$ cat config.mk
export PLATFORM = sky130hd
export DESIGN_NAME = am2925_wait_ctrl
export DESIGN_NICKNAME = d
export VERILOG_FILES = /design/src/rtl/am29xx_pkg.sv /design/src/rtl/am2925_wait_cnt.sv /design/src/rtl/am2925_wait_ctrl.sv
export SDC_FILE = /design/constraint.sdc
export NUM_CORES = 1
export LEC_CHECK = 0
export ABC_CLOCK_PERIOD_IN_PS = 2650
export BUFFER_PORTS_ARGS = -buffer_cell sky130_fd_sc_hd__buf_2
export CAP_MARGIN = 5
export CORE_AREA = 2 2 39 41
export CTS_CLUSTER_DIAMETER = 50
export DETAILED_ROUTE_END_ITERATION = 10
export DIE_AREA = 0 0 41 43
export PLACE_DENSITY = 0.69
export SYNTH_ARGS = -nofsm -noshare
export SYNTH_HDL_FRONTEND = slang
export SYNTH_SLANG_ARGS = --single-unit
$ cat constraint.sdc
create_clock -name clkin -period 2.65 [get_ports clkin]
set_input_delay 0.265 -clock clkin [delete_from_list [all_inputs] [get_ports clkin]]
set_output_delay 0.265 -clock clkin [all_outputs]
set_load 0.005 [all_outputs]
$ cat src/rtl/am29xx_pkg.sv
// -----------------------------------------------------------------------------
// am29xx_pkg
//   Definitions shared by the am2925 wait/ready controller and its counter:
//   - state_e     : controller state encoding (2 bits)
//   - wait_lookup : maps a 2-bit device-region select to its wait-state count
//   - default wait-state counts and widths used by the top-level parameters
// -----------------------------------------------------------------------------
package am29xx_pkg;

  // Controller states. The encoding is fixed so that the state can be
  // observed on a logic analyser and read without a decode table.
  typedef enum logic [1:0] {
    IDLE = 2'd0,
    REQ  = 2'd1,
    WAIT = 2'd2,
    RDY  = 2'd3
  } state_e;

  // Default region timing and widths.
  localparam int WAIT0_DEF = 0;
  localparam int WAIT1_DEF = 3;
  localparam int WAIT2_DEF = 5;
  localparam int WAIT3_DEF = 15;
  localparam int CW_DEF    = 4;
  localparam int TMO_DEF   = 31;

  // Region select -> wait-state count. The table values are passed in so
  // that each instance can carry its own timing; the caller truncates the
  // result to its counter width.
  function automatic int wait_lookup(input logic [1:0] sel,
                                     input int w0, input int w1,
                                     input int w2, input int w3);
    int n;
    unique case (sel)
      2'd0:    n = w0;
      2'd1:    n = w1;
      2'd2:    n = w2;
      default: n = w3;
    endcase
    return n;
  endfunction

endpackage : am29xx_pkg

$ cat src/rtl/am2925_wait_cnt.sv
// -----------------------------------------------------------------------------
// am2925_wait_cnt
//   Loadable W-bit down-counter with zero and one detection. Used both for
//   the wait-state count and for the optional waitack_ timeout.
//   Priority on a rising edge: rst_i > clr_i > load_i > dec_i.
//   Decrementing stops at zero (it never wraps).
//
// Ports
//   clk_i      in   clock
//   rst_i      in   synchronous active-high reset (count -> 0)
//   clr_i      in   synchronous clear (count -> 0)
//   load_i     in   load load_val_i
//   load_val_i in   W  value to load
//   dec_i      in   decrement by one
//   cnt_o      out  W  current count
//   zero_o     out  count == 0
//   one_o      out  count == 1
// -----------------------------------------------------------------------------
module am2925_wait_cnt #(
  parameter int W = 4
) (
  input  logic         clk_i,
  input  logic         rst_i,
  input  logic         clr_i,
  input  logic         load_i,
  input  logic [W-1:0] load_val_i,
  input  logic         dec_i,
  output logic [W-1:0] cnt_o,
  output logic         zero_o,
  output logic         one_o
);

  logic [W-1:0] cnt_q;
  logic [W-1:0] cnt_d;

  always_comb begin
    // NOTE: every combinational output gets a default before any branch,
    // so no path leaves it unassigned and no latch is inferred.
    cnt_d = cnt_q;
    if (clr_i) begin
      cnt_d = '0;
    end else if (load_i) begin
      cnt_d = load_val_i;
    end else if (dec_i && (cnt_q != '0)) begin
      cnt_d = cnt_q - W'(1);
    end
  end

  // NOTE: sequential state is updated with non-blocking assignments so all
  // registers sample their inputs from the same pre-edge values.
  always_ff @(posedge clk_i) begin
    if (rst_i) begin
      cnt_q <= '0;
    end else begin
      cnt_q <= cnt_d;
    end
  end

  assign cnt_o  = cnt_q;
  assign zero_o = (cnt_q == '0);
  assign one_o  = (cnt_q == W'(1));

endmodule : am2925_wait_cnt

$ cat src/rtl/am2925_wait_ctrl.sv
// -----------------------------------------------------------------------------
// am2925_wait_ctrl
//   Slow-device side of the am2925 wait/ready handshake. On an accepted
//   access request it looks up the wait-state count of the selected region,
//   asks the am2925 to stretch its cycle (waitreq_), waits for the
//   acknowledge (waitack_), counts the wait states and then gives a single
//   one-clock ready_ pulse so the clock generator resumes.
//
//   Optional feature (macro AM2925_WAIT_CTRL_TIMEOUT_EN): if waitack_ has not
//   been seen after TMO clocks in REQ, the request is abandoned, the sticky
//   tmo flag is set and the am2925 is released through the normal ready_
//   pulse. Without the macro REQ waits indefinitely and tmo is tied 0.
//
// Parameters
//   WAIT0..WAIT3  wait states per region (0 = no wait requested)
//   CW            counter width; every WAITn must fit in CW bits
//   TMO           timeout limit in clocks (timeout feature only)
//
// Ports
//   clkin     in   clock, all state changes on the rising edge
//   reset     in   synchronous active-high reset
//   req_      in   access request, active low, level
//   sel       in   2  region select, sampled when the request is accepted
//   waitack_  in   wait acknowledge from the am2925, active low
//   waitreq_  out  wait request to the am2925, active low
//   ready_    out  one-clock ready pulse to the am2925, active low
//   busy      out  high while the controller is not IDLE
//   wcnt      out  CW remaining wait count (diagnostic)
//   tmo       out  sticky timeout flag (0 when the feature is not built)
// -----------------------------------------------------------------------------
module am2925_wait_ctrl
  import am29xx_pkg::*;
#(
  parameter int WAIT0 = WAIT0_DEF,
  parameter int WAIT1 = WAIT1_DEF,
  parameter int WAIT2 = WAIT2_DEF,
  parameter int WAIT3 = WAIT3_DEF,
  parameter int CW    = CW_DEF,
  parameter int TMO   = TMO_DEF
) (
  input  logic          clkin,
  input  logic          reset,
  input  logic          req_,
  input  logic [1:0]    sel,
  input  logic          waitack_,
  output logic          waitreq_,
  output logic          ready_,
  output logic          busy,
  output logic [CW-1:0] wcnt,
  output logic          tmo
);

  // Elaboration-time sanity checks on the configuration.
  localparam int CNT_MAX = (2 ** CW) - 1;

  if ((WAIT0 > CNT_MAX) || (WAIT1 > CNT_MAX) ||
      (WAIT2 > CNT_MAX) || (WAIT3 > CNT_MAX)) begin : g_bad_wait
    $error("am2925_wait_ctrl: a WAITn value does not fit in CW bits");
  end

  if (TMO < 1) begin : g_bad_tmo
    $error("am2925_wait_ctrl: TMO must be at least 1");
  end

  state_e        state_q;
  state_e        state_d;
  logic          armed_q;
  logic          armed_d;

  logic [CW-1:0] n_sel;       // wait states of the currently selected region
  logic          wc_load;
  logic          wc_dec;
  logic          wc_clr;
  logic          wc_zero;
  logic          wc_one;
  logic          to_expired;  // timeout reached while in REQ

  assign n_sel = CW'(wait_lookup(sel, WAIT0, WAIT1, WAIT2, WAIT3));

  // ---------------------------------------------------------------------------
  // Wait-state counter
  // ---------------------------------------------------------------------------
  am2925_wait_cnt #(
    .W (CW)
  ) u_wait_cnt (
    .clk_i      (clkin),
    .rst_i      (reset),
    .clr_i      (wc_clr),
    .load_i     (wc_load),
    .load_val_i (n_sel),
    .dec_i      (wc_dec),
    .cnt_o      (wcnt),
    .zero_o     (wc_zero),
    .one_o      (wc_one)
  );

  // ---------------------------------------------------------------------------
  // Optional waitack_ timeout
  // ---------------------------------------------------------------------------
`ifdef AM2925_WAIT_CTRL_TIMEOUT_EN
  localparam int TW = $clog2(TMO + 1);

  logic [TW-1:0] to_cnt_unused;
  logic          to_zero;
  logic          to_one;
  logic          to_clr;
  logic          tmo_q;
  logic          tmo_set;

  // Loaded with TMO on the edge that enters REQ and decremented on every
  // edge spent in REQ, so it reaches one on the TMO-th clock in REQ. The
  // zero term only guards against a counter that was never loaded.
  am2925_wait_cnt #(
    .W (TW)
  ) u_tmo_cnt (
    .clk_i      (clkin),
    .rst_i      (reset),
    .clr_i      (to_clr),
    .load_i     (wc_load),
    .load_val_i (TW'(TMO)),
    .dec_i      (state_q == REQ),
    .cnt_o      (to_cnt_unused),
    .zero_o     (to_zero),
    .one_o      (to_one)
  );

  assign to_expired = to_one | to_zero;
  assign to_clr     = (state_q == REQ) && (state_d != REQ);
  // An acknowledge on the expiry edge wins over the timeout.
  assign tmo_set    = (state_q == REQ) && waitack_ && to_expired;

  always_ff @(posedge clkin) begin
    if (reset) begin
      tmo_q <= 1'b0;
    end else if (tmo_set) begin
      tmo_q <= 1'b1;
    end
  end

  assign tmo = tmo_q;
`else
  assign to_expired = 1'b0;
  assign tmo        = 1'b0;
`endif

  // ---------------------------------------------------------------------------
  // Handshake FSM
  // ---------------------------------------------------------------------------
  always_comb begin
    state_d = state_q;
    armed_d = armed_q;
    wc_load = 1'b0;
    wc_dec  = 1'b0;
    wc_clr  = 1'b0;

    unique case (state_q)
      IDLE: begin
        // armed prevents a req_ held low across a finished transaction from
        // starting another one; req_ must be seen high in IDLE first.
        if (req_) begin
          armed_d = 1'b1;
        end else if (armed_q) begin
          armed_d = 1'b0;
          if (n_sel != '0) begin
            wc_load = 1'b1;
            state_d = REQ;
          end
        end
      end

      REQ: begin
        if (!waitack_) begin
          state_d = WAIT;
        end else if (to_expired) begin
          state_d = RDY;
        end
      end

      WAIT: begin
        // Zero is unreachable in normal operation; treating it like one
        // keeps a corrupted count from hanging the am2925.
        if (wc_one || wc_zero) begin
          state_d = RDY;
        end else begin
          wc_dec = 1'b1;
        end
      end

      RDY: begin
        state_d = IDLE;
        wc_clr  = 1'b1;
      end

      default: begin
        state_d = IDLE;
      end
    endcase
  end

  always_ff @(posedge clkin) begin
    if (reset) begin
      state_q <= IDLE;
      armed_q <= 1'b1;
    end else begin
      state_q <= state_d;
      armed_q <= armed_d;
    end
  end

  // Outputs are decoded from the registered state only, so waitreq_ and
  // ready_ are glitch-free and can never be low together.
  assign waitreq_ = (state_q != REQ);
  assign ready_   = (state_q != RDY);
  assign busy     = (state_q != IDLE);

endmodule : am2925_wait_ctrl

* Yosys cells after proc, flatten, opt, wreduce, memory -nomap -nowiden
Index checks and enable logic that the tools add are counted.
** Storage, ports and cells
- Register bits after elaboration :: 7
- Bits of input ports :: 6
- Output and inout bits :: 8
- Word-level logic and storage cells :: 45
** Cells by class
- $add $sub $neg :: 1
- Eq/ne operators :: 13
- Muxes and demuxes :: 17
- Reductions and logical operators :: 11
** Operators with widths (count)
- 2-bit != test (second input constant) :: 6
- 4-bit case mux with 3 select lines :: 1
- 2-bit 2-to-1 mux :: 5
- 1-bit 2-to-1 mux :: 8
- 4-bit 2-to-1 mux :: 2
- 2-bit case mux with 4 select lines :: 1
- 4-bit nonzero test :: 2
- 2-bit == test (second input constant) :: 3
- 5-bit AND reduction :: 1
- 2-bit by 1-bit == test with 1-bit output (second input constant) :: 2
- 4-bit by 1-bit == test with 1-bit output (second input constant) :: 1
- 2-bit zero test :: 2
- 4-bit zero test :: 1
- 2-bit nonzero test :: 2
- 4-bit by 1-bit subtractor with 4-bit output (second input constant) :: 1
- 2-bit by 1-bit != test with 1-bit output (second input constant) :: 1
- 2-bit OR reduction :: 1
- 1-bit logical AND :: 1
- 1-bit logical OR :: 1

* Logic depth before layout (Yosys ltp)
- Depth after elaboration :: 8
- Gate-level depth with buffers :: 6
- Mapped depth without buffers :: 6

* Modules after synthesis
A second synthesis with hierarchy kept.
** Unflattened totals
- Cell total of the unflattened synthesis :: 65
- Area total of the unflattened synthesis :: 564.3 um^2
** Modules (own cells, without submodules)
- am2925_wait_ctrl :: instances 1, cells an instance 32, area an instance 297.8 um^2, seq. area each 60.1 um^2
- am2925_wait_cnt :: instances 1, cells an instance 33, area an instance 266.5 um^2, seq. area each 80.1 um^2

* Worst setup path before layout
No wires, ideal clock.
- Path kind :: register -> register
- Start :: reg u_wait_cnt.cnt_q[0], in the netlist u_wait_cnt.cnt_o[0]
- End :: reg state_q[1]
- Setup time :: 0.070 ns
- Arrival time :: 1.290 ns
- Required time :: 2.580 ns
- Path slack :: 1.290 ns
- Stages on the path, launching flop included :: 7
- Buffers on the path :: 0
- Period minus slack after synthesis :: 1.360 ns
- Cell sequence :: dfxtp_1 > inv_1 > ha_1 > o21bai_4 > o21ai_2 > a31o_2 > a21oi_1
** On the way
- Word-level cells in the longest chain between the ends :: 4
- Elaborated cells on any way between the ends :: 5
- Those cells by class :: eq/ne: 2; reduce/logical: 3
** RTL lines
- start, declared :: RTL line am2925_wait_cnt.sv:33 : logic [W-1:0] cnt_q;
- start signal, assigned :: RTL line am2925_wait_cnt.sv:55 : cnt_q <= cnt_d;
- 4-bit by 1-bit == test with 1-bit output or 4-bit zero test (tied branches) :: RTL line am2925_wait_cnt.sv:61, am2925_wait_cnt.sv:60
- 1-bit logical OR * :: RTL line am2925_wait_ctrl.sv:182 : if (wc_one || wc_zero) begin
- 2-bit != test (no line) *
- 5-bit AND reduction (no line) *
- end signal, assigned :: RTL line am2925_wait_ctrl.sv:205 : state_q <= state_d;
- end, declared :: RTL line am2925_wait_ctrl.sv:65 : state_e state_q;
Mark *: on every way between the ends. The rest lies on a longest branch, timed or not.
A chain may end at the register's enable or synchronous reset.

* Worst setup path after layout
- Start :: reg state_q[0]
- End :: reg u_wait_cnt.cnt_q[3], in the netlist u_wait_cnt.cnt_o[3]
** On the way
- Word-level cells in the longest chain between the ends :: 4
- Elaborated cells on any way between the ends :: 10
- Those cells by class :: eq/ne: 2; mux: 4; reduce/logical: 4
** RTL lines
- 2-bit == test :: RTL line am2925_wait_ctrl.sv:156 : unique case (state_q)
- 1-bit 2-to-1 mux :: RTL line am2925_wait_ctrl.sv:156
- 1-bit logical AND :: RTL line am2925_wait_cnt.sv:44 : end else if (dec_i && (cnt_q != '0)) begin
- 2-bit nonzero test (no line)
Parallel ways exist; a longest one is shown, timed or not.

==> reports/metrics.csv <==
stage,metric,value,unit
status,result of the run,completed,
pwr,Pwr Total,575,uW
yosys,share of the yosys chip area belonging to registers,27.7,%
layout,Diodes inserted,0,
global_routing,pin count of the biggest net entering global routing,8,
die,row count,14,
die,Initial Utilization,36.5,%
clock_network,clk sink count,7,
yosys,nets in the synthesized netlist,70,
routing,count of nets left with antenna violations after detail routing,0,
die,area of the die,1760,um2
global_routing,number of global-route vias before repair,389,
routing,average wire per cell in the routed design,10.6,um
sta,final setup vio count,0,
clock_network,number of setup buffers added after CTS,0,
clock_network,source-to-sink clock delay at the later pin of the worst-skew pair,0.26,ns
yosys,flip-flop and latch count after synthesis,7,
global_routing,global-route wire length before repair,1.55,mm
routing,Via Count,438,
pwr,Sequential Power Share,31.1,%
worst_setup_path,sort of element at the end of the critical path,flip-flop,
worst_setup_path,worst r2r dst,u_wait_cnt.cnt_o[3],
worst_setup_path,required time of the worst setup path,2.80,ns
sta,post-route clock skew,0.00565,ns
pwr,Peak supply drop,0.271,mV
placed_design,HPWL after DPL,751,um
clock_network,number of resized instances in the post-cts repair step,0,
routing,detailed router's first-iteration violation count,3,
die,total core area,1380,um2
yosys,Mapped Avg Cell Area,8.72,um2
worst_setup_path,cell depth of the worst flop-to-flop path,6,
layout,area delta synth->final,19.6,%
hold_path,class of the worst hold path,in2reg,
pwr,power dissipated by switching net loads,234,uW
layout,ratio of cells with drive above 1 in the final layout,28.8,%
run,count of maximum capacitance violations,0,
routing,number of optimization iterations in the first detailed-route pass,2,
sta,min Tclk post-route,1.53,ns
yosys,top cells by area in the synthesized netlist,"dfxtp_1 28%, ha_1 15%, inv_1 5.2%, a21oi_1 4.0%, o21bai_4 3.7%",
worst_setup_path,R2R setup slack,1.12,ns
worst_setup_path,crit path max-delay cell type,dfxtp_1,
clock_network,Post-CTS Hold Fix Bufs,0,
clock_network,Clock H-tree levels,1,
sta,maximum clock frequency,0.652,GHz
die,die boundary width,41,um
yosys,cell taking the most area after synthesis,dfxtp_1,
sta,post-route fraction of the period consumed by the critical path,57.9,%
sta,unrepaired setup endpoints after global routing,no,
pwr,P_int,341,uW
sta,number of pins exceeding their max-slew limit in the final report,0,
global_routing,Overflow after GRT,0,
placed_design,post-placement cell area,578,um2
clock_network,CTS root buffer,clkbuf_4,
yosys,Cell variety after synth,29,
global_routing,total routing resource utilization after global routing,13.3,%
pwr,combinational share of power,51.8,%
die,I/O pin count,14,
layout,"Non-Filler Cell Area, Final",604,um2
clock_network,CTS Buffer Depth,2,
pwr,clock share of power,17.2,%
yosys,area of the mapped netlist,505,um2
worst_setup_path,max incr delay on CP,0.33,ns
yosys,portion of synthesized cell area occupied by the leading cell type,27.7,%
worst_setup_path,critical path class,reg2reg,
pwr,LEAKAGE,0.000276,uW
global_routing,initial antenna violation count,0,
layout,number of fill cells,150,
worst_setup_path,Setup crit start kind,flip-flop,
sta,worst hold slack,0.206,ns
routing,total wirelength of the detailed-routed design,946,um
routing,DRC Markers,0,
layout,net total in the final layout,86,
worst_setup_path,beginning of the critical path,state_q[0],
yosys,number of cells produced by synthesis,58,
clock_network,clk slew on worst S/H paths,0.05,ns
placed_design,PortBufs,12,
routing,vias per cell,4.92,
die,die span in y,43,um
worst_setup_path,worst setup path endpoint,u_wait_cnt.cnt_o[3],
placed_design,global placement routability congestion,0.711,
worst_setup_path,worst reg2reg path startpoint,state_q[0],
worst_setup_path,ordered cell list for the critical path,"inv_1, ha_1, nor4b_2, nand2b_1, a21boi_1, o21ba_1",
worst_setup_path,crit path max fanout,7,
clock_network,number of buffers added by the clock tree synthesis step,3,
sta,Total Negative Setup Slacks,0,ns
sta,endpoints failing hold,0,
yosys,"Warnings, synthesis",0,
clock_network,CTS tree,built,
pwr,sw frac,40.7,%
worst_setup_path,"Data arrival, critical path",1.68,ns
pwr,power density over cell area,952,nW/um2
worst min path at each step:
| stage | start | endpoint | cells past startpoint |
|---|---|---|---|
| final | reset | state_q[0] | 2 |
| after global routing | reset | state_q[1] | 2 |
| after CTS | reset | state_q[0] | 2 |
| after detailed placement | reset | state_q[0] | 2 |
| after global placement | reset | state_q[0] | 2 |
| after floorplan | reset | state_q[0] | 1 |
layout by cell type, fill, tap and decap left out, types with 3 or more instances in the layout:
master and instances:
a21oi_1 4, clkbuf_4 3, ha_1 6, inv_1 7, nor2_1 3, nand2_1 3
dfxtp_1 7, o21ai_1 3, buf_2 12
through the flow:
step	util, %	setup slack (ns)	std cells
6_report	43.7	1.12	89
5_1_grt	43.7	0.987	89
4_1_cts	43.7	1.11	89
3_5_place_dp	41.8	1.15	85
3_3_place_gp	41.8	1.14	85
2_1_floorplan	-	1.29	58
flip-flops by register name, indices dropped and copies added, names as in the netlist:
register,count
armed_q,1
state_q,2
u_wait_cnt.cnt_o,4
layer usage:
layer / routed length, um / track usage [%]
met1: 482 / 18.4
met2: 394 / 15.9
met3: 35 / 1.57
met4: 33 / 14.0
met5: 0 / 0
worst max-delay path, delay by kind of cell (launching register included):
kind,cells,cell delay (ns)
AOI/OAI and AO/OA,2,0.22
buffers and inverters,1,0.12
adders and majority gates,1,0.31
DFF,1,0.33
and+or+nand+nor,2,0.46
cell families (layout without fill, tap and decap cells):
kind of cell | Yosys count | in the layout | synth area share (%)
AO/OA/AOI/OAI | 18 | 18 | 28.2
XOR/XNOR | 1 | 1 | 1.73
adder cells (fa/ha/maj) | 6 | 6 | 14.9
buffers and inverters | 8 | 23 | 6.68
flip-flops | 7 | 7 | 27.7
other | 1 | 1 | 0.742
AND/OR/NAND/NOR | 17 | 17 | 20.1
power groups by stage:
stage	clock network, uW	logic (uW)	registers [uW]
after global placement	0	298	179
after detailed placement	0	299	181
final	98.7	298	179
after CTS	103	301	178
after global routing	107	341	183
after floorplan	0	227	175
cell type report:
class,count,area [um2],area share (%)
Sequential cell,7,140,23.2
Timing Repair Buffer,12,60.1,9.94
Multi-Input combinational cell,43,332,54.9
Tap cell,16,20.0,3.31
Inverter,7,26.3,4.35
Clock buffer,4,26.3,4.35
cells in the mapped netlist, drive strengths merged:
| master | number |
|---|---|
| a211o | 1 |
| a21boi | 2 |
| a21oi | 4 |
| a221oi | 1 |
| a31o | 1 |
| and3 | 1 |
| and3b | 1 |
| buf | 1 |
| conb | 1 |
| dfxtp | 7 |
| ha | 6 |
| inv | 7 |
| nand2 | 3 |
| nand2b | 2 |
| nand3 | 2 |
| nand3b | 1 |
| nand4 | 1 |
| nor2 | 3 |
| nor2b | 1 |
| nor4b | 1 |
| o211ai | 2 |
| o21a | 1 |
| o21ai | 4 |
| o21ba | 1 |
| o21bai | 1 |
| or2 | 1 |
| xnor2 | 1 |
Power figures use the tool's default switching activity.
